[src/rtl/nibble_add_pkg.sv]
// -----------------------------------------------------------------------------
// nibble_add_pkg
// Purpose : shared constants for the nibble-serial adder sequencer.
//   NIBBLE_W : width of one adder step (4 bits)
//   state_t  : sequencer state encoding (IDLE, RUN, DONE)
// Optional feature macro used by the sequencer: SUB_EN (subtraction support).
// -----------------------------------------------------------------------------
package nibble_add_pkg;

   localparam int NIBBLE_W = 4;

   typedef enum logic [1:0] {
      IDLE = 2'd0,
      RUN  = 2'd1,
      DONE = 2'd2
   } state_t;

endpackage

[src/rtl/nibble_adder.sv]
// -----------------------------------------------------------------------------
// nibble_adder
// Purpose : purely combinational 4-bit adder with carry in/out; one instance
//           is time-shared by the sequencer across all nibble steps.
// Ports   :
//   a, b  in  NIBBLE_W  nibble operands
//   cin   in  1         carry in
//   s     out NIBBLE_W  nibble sum
//   cout  out 1         carry out
// -----------------------------------------------------------------------------
module nibble_adder
   import nibble_add_pkg::*;
(
   input  logic [NIBBLE_W-1:0] a,
   input  logic [NIBBLE_W-1:0] b,
   input  logic                cin,
   output logic [NIBBLE_W-1:0] s,
   output logic                cout
);

   assign {cout, s} = {1'b0, a} + {1'b0, b} + {{NIBBLE_W{1'b0}}, cin};

endmodule

[src/rtl/nibble_add_sequencer.sv]
// -----------------------------------------------------------------------------
// nibble_add_sequencer
// Purpose : adds two WIDTH-bit unsigned operands one nibble per clock, LSB
//           first, through a single shared 4-bit adder. An operation takes
//           WIDTH/4 RUN cycles followed by a one-cycle DONE pulse.
// Config  : define SUB_EN to add the 'sub' port (A - B as A + ~B + 1).
// Ports   :
//   clk    in  1        sole clock, rising edge
//   rst    in  1        synchronous active-high reset
//   start  in  1        request; accepted only in IDLE
//   a, b   in  WIDTH    operands, latched when start is accepted
//   sub    in  1        subtract select (only with SUB_EN)
//   busy   out 1        high while in RUN
//   done   out 1        one-cycle pulse while in DONE
//   sum    out WIDTH+1  result, sum[WIDTH] is the final carry-out
// -----------------------------------------------------------------------------
module nibble_add_sequencer
   import nibble_add_pkg::*;
#(
   parameter int WIDTH = 16
) (
   input  logic             clk,
   input  logic             rst,
   input  logic             start,
   input  logic [WIDTH-1:0] a,
   input  logic [WIDTH-1:0] b,
`ifdef SUB_EN
   input  logic             sub,
`endif
   output logic             busy,
   output logic             done,
   output logic [WIDTH:0]   sum
);

   localparam int N     = WIDTH / NIBBLE_W;
   localparam int IDX_W = (N > 1) ? $clog2(N) : 1;
   localparam logic [IDX_W-1:0] IDX_LAST = IDX_W'(N - 1);

   if ((WIDTH % NIBBLE_W) != 0 || WIDTH < 8) begin : g_width_check
      $error("nibble_add_sequencer: WIDTH must be a multiple of 4 and >= 8");
   end

   state_t           state_q;
   logic [IDX_W-1:0] idx_q;
   logic             carry_q;
   logic [WIDTH-1:0] a_q;
   logic [WIDTH-1:0] b_q;
   logic [WIDTH:0]   sum_q;
   logic             busy_q;
   logic             done_q;
   logic             sub_q;

   logic [NIBBLE_W-1:0] nib_a;
   logic [NIBBLE_W-1:0] nib_b;
   logic [NIBBLE_W-1:0] nib_s;
   logic                nib_cout;
   logic                carry_init_d;

`ifdef SUB_EN
   assign carry_init_d = sub;
`else
   assign carry_init_d = 1'b0;
`endif

   // Select the current nibble; B is inverted for subtraction (A + ~B + 1).
   assign nib_a = a_q[int'(idx_q)*NIBBLE_W +: NIBBLE_W];
   assign nib_b = b_q[int'(idx_q)*NIBBLE_W +: NIBBLE_W] ^ {NIBBLE_W{sub_q}};

   nibble_adder u_adder (
      .a    (nib_a),
      .b    (nib_b),
      .cin  (carry_q),
      .s    (nib_s),
      .cout (nib_cout)
   );

   always_ff @(posedge clk) begin
      if (rst) begin
         state_q <= IDLE;
         idx_q   <= '0;
         carry_q <= 1'b0;
         a_q     <= '0;
         b_q     <= '0;
         sum_q   <= '0;
         busy_q  <= 1'b0;
         done_q  <= 1'b0;
         sub_q   <= 1'b0;
      end else begin
         case (state_q)
            IDLE: begin
               if (start) begin
                  a_q     <= a;
                  b_q     <= b;
                  sub_q   <= carry_init_d;
                  idx_q   <= '0;
                  carry_q <= carry_init_d;
                  sum_q   <= '0;
                  busy_q  <= 1'b1;
                  state_q <= RUN;
               end
            end
            RUN: begin
               sum_q[int'(idx_q)*NIBBLE_W +: NIBBLE_W] <= nib_s;
               carry_q <= nib_cout;
               idx_q   <= idx_q + 1'b1;
               if (idx_q == IDX_LAST) begin
                  sum_q[WIDTH] <= nib_cout;
                  busy_q       <= 1'b0;
                  done_q       <= 1'b1;
                  state_q      <= DONE;
               end
            end
            DONE: begin
               // Always returns to IDLE; a start seen here is ignored.
               done_q  <= 1'b0;
               state_q <= IDLE;
            end
            default: begin
               busy_q  <= 1'b0;
               done_q  <= 1'b0;
               state_q <= IDLE;
            end
         endcase
      end
   end

   assign busy = busy_q;
   assign done = done_q;
   assign sum  = sum_q;

endmodule

[config.mk]
export PLATFORM = sky130hd
export DESIGN_NAME = nibble_add_sequencer
export DESIGN_NICKNAME = d
export VERILOG_FILES = /design/src/rtl/nibble_add_pkg.sv /design/src/rtl/nibble_adder.sv /design/src/rtl/nibble_add_sequencer.sv
export SDC_FILE = /design/constraint.sdc
export NUM_CORES = 1
export LEC_CHECK = 0
export CAP_MARGIN = 10
export CELL_PAD_IN_SITES_DETAIL_PLACEMENT = 1
export CELL_PAD_IN_SITES_GLOBAL_PLACEMENT = 1
export CORE_MARGIN = 5
export CORE_UTILIZATION = 41
export DETAILED_ROUTE_END_ITERATION = 10
export PLACE_DENSITY_LB_ADDON = 0.1
export SYNTH_ARGS = -nofsm -noshare
export SYNTH_HDL_FRONTEND = slang
export SYNTH_HIERARCHICAL = 1
export SYNTH_SLANG_ARGS = --single-unit
[constraint.sdc]
create_clock -name clk -period 5.8 [get_ports clk]
set_input_delay 1.45 -clock clk [delete_from_list [all_inputs] [get_ports clk]]
set_output_delay 1.45 -clock clk [all_outputs]
set_load 0.03 [all_outputs]
Yosys cells after proc, flatten, opt, wreduce, memory -nomap -nowiden
Cells that the tools add are included.

storage, ports and cells
  bits in registers = 56
  output and inout bits = 19
  word-level logic and storage cells = 46

operators by class
  shift operators = 4
  $add $sub $neg = 4
  reductions and logical operators = 7
  equality and inequality tests = 5
  bitwise gates (word level) = 2
  multiplexer cells = 16

operators by type and width
  operator                   number
  $pmux W17 S2               1
  $neg A4 Y33                1
  $shift A4 B33 Y17 const A  1
  $shiftx A4 B33 Y17         1
  $shiftx A16 B5 Y4          2
  $bwmux W17                 1
  $mux W17                   1
  $pmux W2 S2                2
  $reduce_and A2 Y1          4
  $mux W2                    3
  $add A4 B4 Y5              1
  $add A5 B1 Y5              1
  $mux W1                    5
  $eq A2 B2 Y1 const B       2
  $ne A2 B2 Y1 const B       2
  $pmux W1 S2                2
  $pmux W1 S3                1
  $reduce_and A3 Y1          1
  $add A2 B1 Y2 const B      1
  $eq A2 B1 Y1 const B       1
  $logic_not A2 Y1           1
  $not A1 Y1                 2
  $reduce_bool A2 Y1         1

Longest topological paths before layout
Gate-level depths: netlist of run 1.

  word-level depth = 7
  gate-level depth with buffers = 11
  mapped depth without buffers = 10

By module
Netlist of run 1, hierarchy kept.

modules (own cells, without submodules)
  module                seq. area each (µm²)  cells each  area each (µm²)  instances
  nibble_add_sequencer  1,121.1               269         2,389.8          1
  nibble_adder          0.0                   16          143.9            1

Worst setup path after synthesis of run 1
OpenSTA, ideal clock, no wires.

  path type = register to register
  from = register idx_q[0]
  to = register sum_q[16] (netlist: sum[16])
  arrival time = 2.484 ns
  buffers on the path = 1
  data required time = 5.669 ns
  setup slack = 3.185 ns
  stages on the path, launching flop included = 12
  cells stage by stage = dfxtp_1 buf_2 mux4_2 fa_1 inv_1 fa_1 nor2b_1 o21ai_0 nand2b_1 nand2_1 o41a_1 o32ai_2

RTL lines
  item                            RTL line                     RTL
  start: declaration              nibble_add_sequencer.sv:44   logic [IDX_W-1:0] idx_q;
  start signal: assignment        nibble_add_sequencer.sv:105  idx_q <= idx_q + 1'b1;
  $shiftx A16 B5 Y4               nibble_add_sequencer.sv:66   assign nib_a = a_q[int'(idx_q)*NIBBLE_W +: NIBBLE_W];
  net nib_a[0]                    nibble_add_sequencer.sv:53   logic [NIBBLE_W-1:0] nib_a;
  $add A4 B4 Y5                   nibble_adder.sv:21           assign {cout, s} = {1'b0, a} + {1'b0, b} + {{NIBBLE_W{1'b0}}, cin};
  $add A5 B1 Y5                   nibble_adder.sv:21
  net nib_cout                    nibble_add_sequencer.sv:56   logic nib_cout;
  $mux W1                         nibble_add_sequencer.sv:106  if (idx_q == IDX_LAST) begin
  $pmux W17 S2                    nibble_add_sequencer.sv:89   case (state_q)
  end signal: indexed assignment  nibble_add_sequencer.sv:103  sum_q[int'(idx_q)*NIBBLE_W +: NIBBLE_W] <= nib_s;
  end signal: indexed assignment  nibble_add_sequencer.sv:107  sum_q[WIDTH] <= nib_cout;
  end: declaration                nibble_add_sequencer.sv:48   logic [WIDTH:0] sum_q;

The timed path passes the listed nets, and every way through them passes these cells.
A chain may end at the register's enable or synchronous reset.

Worst setup path after layout of run 1
Ends and elaborated chain as after synthesis.

==> results.yml, run 1 <==
clocking:
  clkSinkCount: 56
  cts_hold_buf: 0
  htreeDepth: 2
  post_cts_buffers: 0
  clk_path_buf_depth: 2
  cts_resized: 0
  clkTransAtPathRegs_ps: 100
  cts_tree: "done"
  clock_latency_ps: 310
  cts_root_buffer: "clkbuf_8"
  cts_buffers: 5
sta:
  fin_setup_tns_ps: 0
  rsz0062_at_grt: "no"
  setup_viol: 0
  slew_headroom_pct: 30.06
  worstMarginPinSlew_ps: 1049
  hold_viol_final: 0
  fin_crit_sh_pct: 53.25
  max_freq_ghz: 0.3238
  final_max_slew_viol_count: 0
  skew_ps: 6.001
  min_period_ps: 3089
grt:
  grt_max_degree: 57
  grt_pass1_wl_um: 10540
  grt_antenna_before_repair: 0
  grt.total_usage_pct: 17.38
  gr-total-overflow: 0
  grt_pass1_vias: 2302
detailed_routing:
  via_count: 2128
  wl_per_cell_um: 15.43
  drc: 0
  vias_per_cell: 5.294
  antenna_left: 0
  drtPass1Iterations: 4
  drt_iter0_markers: 96
  wl_um: 6204
critical_path:
  cpPeakStageDelay_ps: 910
  cp_max_fo: 15
  cp.buffers_inverters: 1
  cpMaxStageDelayCell: "dfxtp_1"
  critPathKind: "register to register"
  cp_cell_sequence: "mux4_2 -> fa_1 -> inv_1 -> fa_1 -> nor2b_1 -> o21ai_0 -> nand2b_1 -> nand2_1 -> o41a_1 -> o32ai_2"
  crit_family: "flip-flops"
  worst_setup_path_start_kind: "register"
  arrival_ps: 3250
  end_kind: "register"
  crit_top_cell: "fa_1"
  worstPathRequired_ps: 5960
floorplan:
  top_level_ports: 54
  placementRows: 28
  core_mm2: 0.005956
  dieArea_mm2: 0.007852
  die_w_um: 88.61
  start_util_pct: 42.54
  die_h_um: 88.61
cells_and_area:
  final_core_util_pct: 53.11
  diodes: 0
  area_delta_synth_final_pct: 24.84
  fin_cells: 402
  fin_nets: 372
  layout-drive-gt1-share_pct: 6.728
pwr:
  leakagePower_nw: 1.139
  p_seq_share_pct: 56.2
  combPwrFrac_pct: 16.2
  clockPowerShare_pct: 27.6
  power.density_mw_per_mm2: 233.7
  p_int_uw: 541.3
  vdd_drop_max_uv: 113.0
  report.power.total_uw: 739.2
  switching_power_uw: 197.9
  switching_share_pct: 26.78
placed_design:
  io_buffers: 53
  hpwl_um: 4445
  placedCellCount: 395
  gp_congestion: 0.7687
flow_run:
  maxCapViolCount: 0
status:
  status: "finished, final reports clean"
logic_synthesis:
  synth_cell_type_count: 35
  synth_cells: 285
  synth.net_count: 330
  yosysSeqAreaShare_pct: 44.25
  syn_area_per_cell_um2: 8.890
  ys_seq_elements: 56
  yosysWarnings: 6
  syn-cell-area_mm2: 0.002534
hold_path:
  worstHoldPathType: "register to register"
==> per-layer routing <==
layer	vias up	GRT usage, %	routed length [µm]
li1	1062	-	-
met5	-	0	0
met2	43	33.17	3290
met4	0	5.220	75
met1	1014	19.08	2576
met3	9	3.724	261
==> registers in the layout, indices dropped and copies added (netlist names) <==
register / flops
sum: 17
a_q: 16
idx_q: 2
carry_q: 1
done: 1
busy: 1
b_q: 16
state_q: 2
==> final timing paths <==
path	slack [ps]	depth (start not counted)	start	to
hold reg to reg	460	2	a_q[10]$_SDFFE_PP0P_	a_q[10]$_SDFFE_PP0P_
hold / removal	460	2	a_q[10]$_SDFFE_PP0P_	a_q[10]$_SDFFE_PP0P_
setup / recovery	2710	10	idx_q[0]$_SDFFE_PP0P_	sum[16]$_SDFFE_PP0P_
setup reg to reg	2710	10	idx_q[0]$_SDFFE_PP0P_	sum[16]$_SDFFE_PP0P_
==> stage by stage <==
step,hold WS (ps),area [µm²],setup slack [ps]
3_5_place_dp,448.4,3085,2393
2_1_floorplan,433.1,2534,3185
4_1_cts,461.8,3163,2653
3_3_place_gp,440.7,3085,2436
6_report,455.5,3163,2711
5_1_grt,484.3,3163,2413
==> area by class of cell <==
type	count	area, µm²
fillers	702	2793
multi-input cells	202	1308
flip-flops and latches	56	1121
repair buffers	54	533.0
well taps	75	93.84
clock buffers	6	72.57
inverters	8	30.03
clock inverters	1	5.005
==> synthesized netlist by cell type (all sizes together) <==
cell type  instances  area (µm²)
a211oi             1       7.510
a21o               2       15.01
a21oi             49       249.0
a22o               3       26.28
a22oi              2       15.01
a31oi              1       6.260
and2b              1       7.510
and3b              1       8.760
and4b              2       20.02
and4bb             1       12.51
buf                8       40.04
clkbuf            11       41.29
dfxtp             56        1121
fa                 2       40.04
ha                 8       100.1
inv                8       30.03
mux2i              4       40.04
mux4               8       180.2
nand2             66       247.7
nand2b             6       37.54
nand3             12       60.06
nand4              1       6.260
nor2               3       11.26
nor2b              3       18.77
nor3               2       10.01
nor3b              2       31.28
o21ai             14       70.07
o21ba              1       10.01
o21bai             1       7.510
o32ai              1       16.27
o41a               1       11.26
or3b               2       17.52
xnor2              2       17.52
==> power groups by stage <==
| stage | logic (mW) | registers [mW] | clock network, mW |
|---|---|---|---|
| 6_report | 0.120 | 0.416 | 0.204 |
| 5_1_grt | 0.134 | 0.419 | 0.228 |
| 4_1_cts | 0.122 | 0.416 | 0.213 |
| 3_5_place_dp | 0.121 | 0.425 | 0 |
| 3_3_place_gp | 0.118 | 0.424 | 0 |
| 2_1_floorplan | 0.0771 | 0.420 | 0 |
==> worst register-to-register path: cells and delay by family (launching register included) <==
family / cells / cell delay (ps)
flip-flops: 1 / 910
adder cells (fa/ha/maj): 2 / 680
multiplexers: 1 / 630
AO/OA/AOI/OAI: 3 / 380
AND/OR/NAND/NOR: 3 / 240
buffers and inverters: 1 / 100
==> cells by family after synthesis <==
| group | Yosys count | synth area share [%] |
|---|---|---|
| simple gates | 102 | 19.31 |
| compound gates | 76 | 17.14 |
| flops | 56 | 44.25 |
| buf+inv | 27 | 4.395 |
| mux | 12 | 8.691 |
| fa+ha+maj | 10 | 5.531 |
| xor+xnor | 2 | 0.6915 |
==> layout by cell type, fill, tap and decap left out, drive strengths merged, types with 4 or more instances in the layout <==
cell,synthesis,layout
nand3,12,12
mux4,8,8
o21ai,14,14
clkdlybuf4s50,0,52
ha,8,8
nand2,66,66
a21oi,49,49
clkbuf,11,6
nand2b,6,6
mux2i,4,4
inv,8,8
dfxtp,56,56
No activity file was read; power rests on OpenSTA's default activity.
==> run 2: changes to the inputs <==
--- a/config.mk
+++ b/config.mk
@@ -9,7 +9,7 @@
 export CELL_PAD_IN_SITES_DETAIL_PLACEMENT = 1
 export CELL_PAD_IN_SITES_GLOBAL_PLACEMENT = 1
 export CORE_MARGIN = 5
-export CORE_UTILIZATION = 41
+export CORE_UTILIZATION = 34
 export DETAILED_ROUTE_END_ITERATION = 10
 export PLACE_DENSITY_LB_ADDON = 0.1
 export SYNTH_ARGS = -nofsm -noshare
==> constraint.sdc (replaced) <==
create_clock -name clk -period 2.6 [get_ports clk]
set_input_delay 0.65 -clock clk [delete_from_list [all_inputs] [get_ports clk]]
set_output_delay 0.65 -clock clk [all_outputs]
set_load 0.03 [all_outputs]
==> run 2 against run 1 <==
Critical path depth unchanged. First-iteration DRC count decreased by 36%. Sequential power increased by 120%. Final cell count increased by 8.5%. Core utilization decreased by 8.0 points. Die area increased by 18%. Sequential share of layout area decreased by 1.1 points. Register-to-register slack got worse by 2500 ps. Clock power increased by 120%. Power increased by 120%. Highest routed layer unchanged.
==> results.yml, run 2 (synthesis gave the netlist of run 1 again) <==
clocking:
  post_cts_buffers: 0
  htreeDepth: 2
  cts_root_buffer: "clkbuf_8"
  cts_buffers: 5
  clk_path_buf_depth: 2
  clock_latency_ps: 300
  clkTransAtPathRegs_ps: 90
  clkSinkCount: 56
  cts_tree: "done"
placed_design:
  gp_congestion: 0.8475
  hpwl_um: 4898
  io_buffers: 53
  pre_cts_ws_ps: 90.48
  placed_area_mm2: 0.003191
detailed_routing:
  wl_um: 6327
  drtPass1Iterations: 4
  via_count: 2119
  antenna_left: 0
  wl_per_cell_um: 14.51
  drt_iter0_markers: 61
  drc: 0
  vias_per_cell: 4.860
pwr:
  report.power.total_mw: 1.662
  vdd_drop_max_uv: 253.7
  power.density_mw_per_mm2: 507.9
  leakagePower_nw: 1.191
sta:
  skew_ps: 6.784
  max_freq_ghz: 0.4211
  fin_crit_sh_pct: 91.33
  hold_viol_final: 0
  timing.final.ws_setup_ps: 225.4
  worstMarginPinSlew_ps: 566.9
  rsz0062_at_grt: "no"
  setup_viol: 0
  final_max_slew_viol_count: 0
  slew_headroom_pct: 62.13
  fin_setup_tns_ps: 0
  min_period_ps: 2375
critical_path:
  critPathKind: "register to register"
  arrival_ps: 2560
  worst_setup_path_start_kind: "register"
  end_kind: "register"
  worstPathRequired_ps: 2790
  cp_max_fo: 5
cells_and_area:
  largest_reg_flops: 17
  fin_nets: 382
  diodes: 0
  final_cell_mix: "nand2_1, dfxtp_1, clkdlybuf4s50_1"
  nFillCells: 891
  design_area_mm2: 0.003272
  area_delta_synth_final_pct: 29.14
  layout-drive-gt1-share_pct: 9.792
  final_common_cell: "nand2_1"
floorplan:
  top_level_ports: 54
  placementRows: 31
  dieArea_mm2: 0.009279
  die_w_um: 96.33
  start_util_pct: 34.93
  core_mm2: 0.007253
  die_h_um: 96.33
grt:
  gr-total-overflow: 0
  grt_pass1_wl_um: 10620
  grt_antenna_before_repair: 0
  grt.total_usage_pct: 14.70
  grt_max_degree: 33
  grt_pass1_vias: 2219
status:
  status: "finished, final reports clean"
flow_run:
  maxCapViolCount: 0
hold_path:
  worstHoldPathType: "register to register"
[run 2: cell count changes in the layout (fill, tap and decap cells not counted), sizes merged]
cell	change
buf	+10
[run 2: per-layer routing]
metal  wire, µm  vias to the layer above  global-route usage, %
met1       2756                      999                  17.99
met4         56                        0                  3.855
li1           -                     1082                      -
met2       3287                       33                  26.45
met5          0                        -                      0
met3        227                        5                  2.580
[run 2: worst max-delay path, cell delays in order (launching register included)]
cell and delay, ps:
dfxtp_4 390, mux4_2 520, fa_1 460, inv_1 90, fa_1 210, nor2b_1 60
o21ai_0 140, nand2b_1 90, nand2_1 70, o41a_1 160, o32ai_2 70
[run 2: path summary, 6_finish.rpt]
check | endpoint | slack (ps) | from | cells past startpoint
min reg2reg | b_q[14]$_SDFFE_PP0P_ | 460 | b_q[14]$_SDFFE_PP0P_ | 2
max | sum[16]$_SDFFE_PP0P_ | 230 | idx_q[0]$_SDFFE_PP0P_ | 10
min | b_q[14]$_SDFFE_PP0P_ | 460 | b_q[14]$_SDFFE_PP0P_ | 2
max reg2reg | sum[16]$_SDFFE_PP0P_ | 230 | idx_q[0]$_SDFFE_PP0P_ | 10
[run 2: what timing repair did]
item                                    CTS  global route
resized for setup                         0             2
endpoints found under the setup margin    0             5
hold buffers                              0             0
[run 2: layout make-up]
class                   instances  area, µm²  share of cell area, %
clock inverters                 1      5.005                 0.1530
clock buffers                   6      72.57                  2.218
flip-flops and latches         56       1125                  34.38
inverters                       8      30.03                 0.9178
multi-input cells             202       1308                  39.96
repair buffers                 64      608.1                  18.59
well taps                      99      123.9                  3.786
[run 2: where the power goes]
part	internal (mW)	leakage (nW)	switching (mW)
clock	0.184	0.0410	0.268
sequential	0.894	0.458	0.0265
combinational	0.142	0.692	0.148
[run 2: through the flow]
stage / std cells / utilization (%) / hold slack (ps)
global route: 436 / 45.11 / 485.4
CTS: 436 / 45.06 / 465.7
detailed placement: 429 / 43.99 / 452.0
floorplan: 285 / - / 433.1
global placement: 429 / 43.99 / 443.6
finish: 436 / 45.11 / 461.6
==> run 3: changes to the inputs <==
--- a/config.mk
+++ b/config.mk
@@ -5,13 +5,13 @@
 export SDC_FILE = /design/constraint.sdc
 export NUM_CORES = 1
 export LEC_CHECK = 0
+export ABC_AREA = 1
 export CAP_MARGIN = 10
-export CELL_PAD_IN_SITES_DETAIL_PLACEMENT = 1
-export CELL_PAD_IN_SITES_GLOBAL_PLACEMENT = 1
 export CORE_MARGIN = 5
-export CORE_UTILIZATION = 34
+export CORE_UTILIZATION = 46
 export DETAILED_ROUTE_END_ITERATION = 10
-export PLACE_DENSITY_LB_ADDON = 0.1
+export PLACE_DENSITY = 0.76
+export SLEW_MARGIN = 20
 export SYNTH_ARGS = -nofsm -noshare
 export SYNTH_HDL_FRONTEND = slang
 export SYNTH_HIERARCHICAL = 1
==> run 3 against run 2 <==
Synthesized area up 3.3%. Synthesized cell count up 25%. Critical path type unchanged. Sequential share of layout area down 0.44 points. Non-clock buffer count down 3. Via count up 11%. Cell area up 0.96%. Clock power up 5.1%. Worst hold slack better by 6.7 ps. Global-route usage up 1.9 points. First-iteration DRC count up 48%.
==> results.yml, run 3 <==
status:
  status: "finished, final reports clean"
logic_synthesis:
  yosysTopAreaCell: "dfxtp_1"
  ys.flop_type: "dfxtp_1"
  syn_area_per_cell_um2: 7.349
  async_reset_ff_share_pct: 0
  synth_fa_ha_area_share_pct: 5.356
  synthTopCellsByCount: "nor2_1, dfxtp_1, o21ai_0, nand2_1, inv_1"
  synthXorXnorAreaFrac_pct: 0.3348
  synth.top_cell.area_share_pct: 42.85
  syn-cell-area_mm2: 0.002616
  yosys-top-cells-area: "dfxtp_1, nor2_1, o21ai_0"
  ys_seq_elements: 56
  synth_cell_type_count: 29
  yosys.area_share.simple_pct: 25.82
  synth_cells: 356
  yosysWarnings: 6
  synthMuxAreaShare_pct: 0
  synth.net_count: 401
  synth-edff-count: 0
  synth.most_common_cell: "nor2_1"
  synth-compound-area-share_pct: 18.36
  yosysSeqAreaShare_pct: 42.85
  synth_top_family_by_area: "simple AND/OR/NAND/NOR gates"
floorplan:
  die_h_um: 85.42
  start_util_pct: 47.51
  placementRows: 27
  core_mm2: 0.005507
  die_w_um: 85.42
  top_level_ports: 54
  dieArea_mm2: 0.007296
detailed_routing:
  vias_per_cell: 4.921
  wl_per_cell_um: 12.09
  wl_um: 5804
  drc: 0
  drt_iter0_markers: 90
  drtPass1Iterations: 4
  antenna_left: 0
  via_count: 2362
grt:
  grt_max_degree: 36
  grt_pass1_wl_um: 9915
  grt_antenna_before_repair: 0
  gr-total-overflow: 0
  grt_pass1_vias: 2226
  grt.total_usage_pct: 16.60
sta:
  hold_viol_final: 0
  setup_viol: 0
  rsz0062_at_grt: "no"
  skew_ps: 5.663
  fin_crit_sh_pct: 89.73
  final_max_slew_viol_count: 0
  slew_headroom_pct: 65.18
  max_freq_ghz: 0.4286
  worstMarginPinSlew_ps: 521.6
  fin_setup_tns_ps: 0
  min_period_ps: 2333
critical_path:
  worstPathRequired_ps: 2850
  end_kind: "register"
  cp_cell_sequence: "buf_4 -> o21ai_0 -> o22ai_1 -> fa_1 -> inv_1 -> fa_1 -> o21ai_0 -> o21ai_1 -> nor2_1 -> nand2_1 -> a21oi_2"
  rrSetupSlack_ps: 270
  cp_max_fo: 23
  cpPeakStageDelay_ps: 420
  rr_worst_depth: 11
  worstReg2RegEnd: "sum[16]$_SDFFE_PP0P_"
  cpMaxStageDelayCell: "fa_1"
  worst_setup_path_start_kind: "register"
  r2r-start: "idx_q[0]$_SDFFE_PP0P_"
  critPathKind: "register to register"
  arrival_ps: 2580
clocking:
  clk_path_buf_depth: 2
  clkTransAtPathRegs_ps: 90
  cts_tree: "done"
  cts_hold_buf: 0
  cts_root_buffer: "clkbuf_8"
  cts_resized: 0
  post_cts_buffers: 0
  cts_buffers: 5
  clkSinkCount: 56
  htreeDepth: 2
  clock_latency_ps: 300
hold_path:
  hold_depth: 2
  worstHoldPathType: "register to register"
  min_from: "sum[9]$_SDFFE_PP0P_"
  whs_endpoint: "sum[9]$_SDFFE_PP0P_"
pwr:
  report.power.total_mw: 1.840
  power.density_mw_per_mm2: 557.2
  vdd_drop_max_uv: 310.4
  leakagePower_nw: 1.297
cells_and_area:
  largest_reg_flops: 17
  final_cell_mix: "nor2_1, dfxtp_1, clkdlybuf4s50_1"
  final_common_cell: "nor2_1"
  diodes: 0
  final_core_util_pct: 59.99
  fin_nets: 452
  layout-drive-gt1-share_pct: 11.03
  area_delta_synth_final_pct: 26.26
placed_design:
  io_buffers: 53
  hpwl_um: 4430
  gp_congestion: 0.9256
flow_run:
  maxCapViolCount: 0
## run 3: worst max path at each step
stage                           from                   end  slack (ps)  depth (start not counted)
4_1_cts        idx_q[0]$_SDFFE_PP0P_   sum[6]$_SDFFE_PP0P_         240                         11
2_1_floorplan  idx_q[1]$_SDFFE_PP0P_   sum[5]$_SDFFE_PP0P_         310                         12
6_report       idx_q[0]$_SDFFE_PP0P_  sum[16]$_SDFFE_PP0P_         270                         11
3_5_place_dp   idx_q[0]$_SDFFE_PP0P_   sum[6]$_SDFFE_PP0P_         250                         11
5_1_grt        idx_q[0]$_SDFFE_PP0P_  sum[16]$_SDFFE_PP0P_          20                         11
3_3_place_gp   idx_q[0]$_SDFFE_PP0P_  sum[16]$_SDFFE_PP0P_         330                         11
## run 3: through the flow
stage / cell area [µm²] / setup slack [ps] / hold WS, ps / instances
CTS: 3296 / 238.6 / 469.7 / 480
finish: 3303 / 267.1 / 468.3 / 480
floorplan: 2616 / 313.5 / 449.5 / 356
global route: 3303 / 24.21 / 495.3 / 480
global placement: 3206 / 330.1 / 453.8 / 472
detailed placement: 3206 / 254.9 / 455.8 / 472
## run 3: where the power goes
group / internal, mW / switching [mW]
sequential: 0.909 / 0.0311
clock: 0.218 / 0.257
combinational: 0.175 / 0.250
## run 3: routing by layer
metal	routed length, µm	up-vias	part of all wire [%]	global-route usage, %
li1	-	1251	-	-
met1	2613	1048	45	19.99
met2	2782	48	48	28.74
met3	276	15	4.8	3.981
met4	131	0	2.3	5.755
met5	0	-	0	0
## run 3: layout make-up
cell class,instances,area (µm²)
Fill cell,528,2203
Timing Repair Buffer,61,590.6
Clock buffer,8,90.09
Inverter,26,98.84
Tap cell,72,90.09
Sequential cell,56,1121
Multi-Input combinational cell,257,1313
## run 3: critical path, delay by kind of cell, from the launching register on
kind | cells | cell delay [ps]
AO/OA/AOI/OAI | 5 | 800
adder cells (fa/ha/maj) | 2 | 650
buffers and inverters | 2 | 310
flip-flops | 1 | 340
AND/OR/NAND/NOR | 2 | 180
## run 3: cells by family (layout without fill, tap and decap cells)
kind of cell,after synthesis,in the layout
AO/OA/AOI/OAI,86,86
buffers and inverters,43,95
AND/OR/NAND/NOR,160,160
XOR/XNOR,1,1
adder cells (fa/ha/maj),10,10
flip-flops,56,56
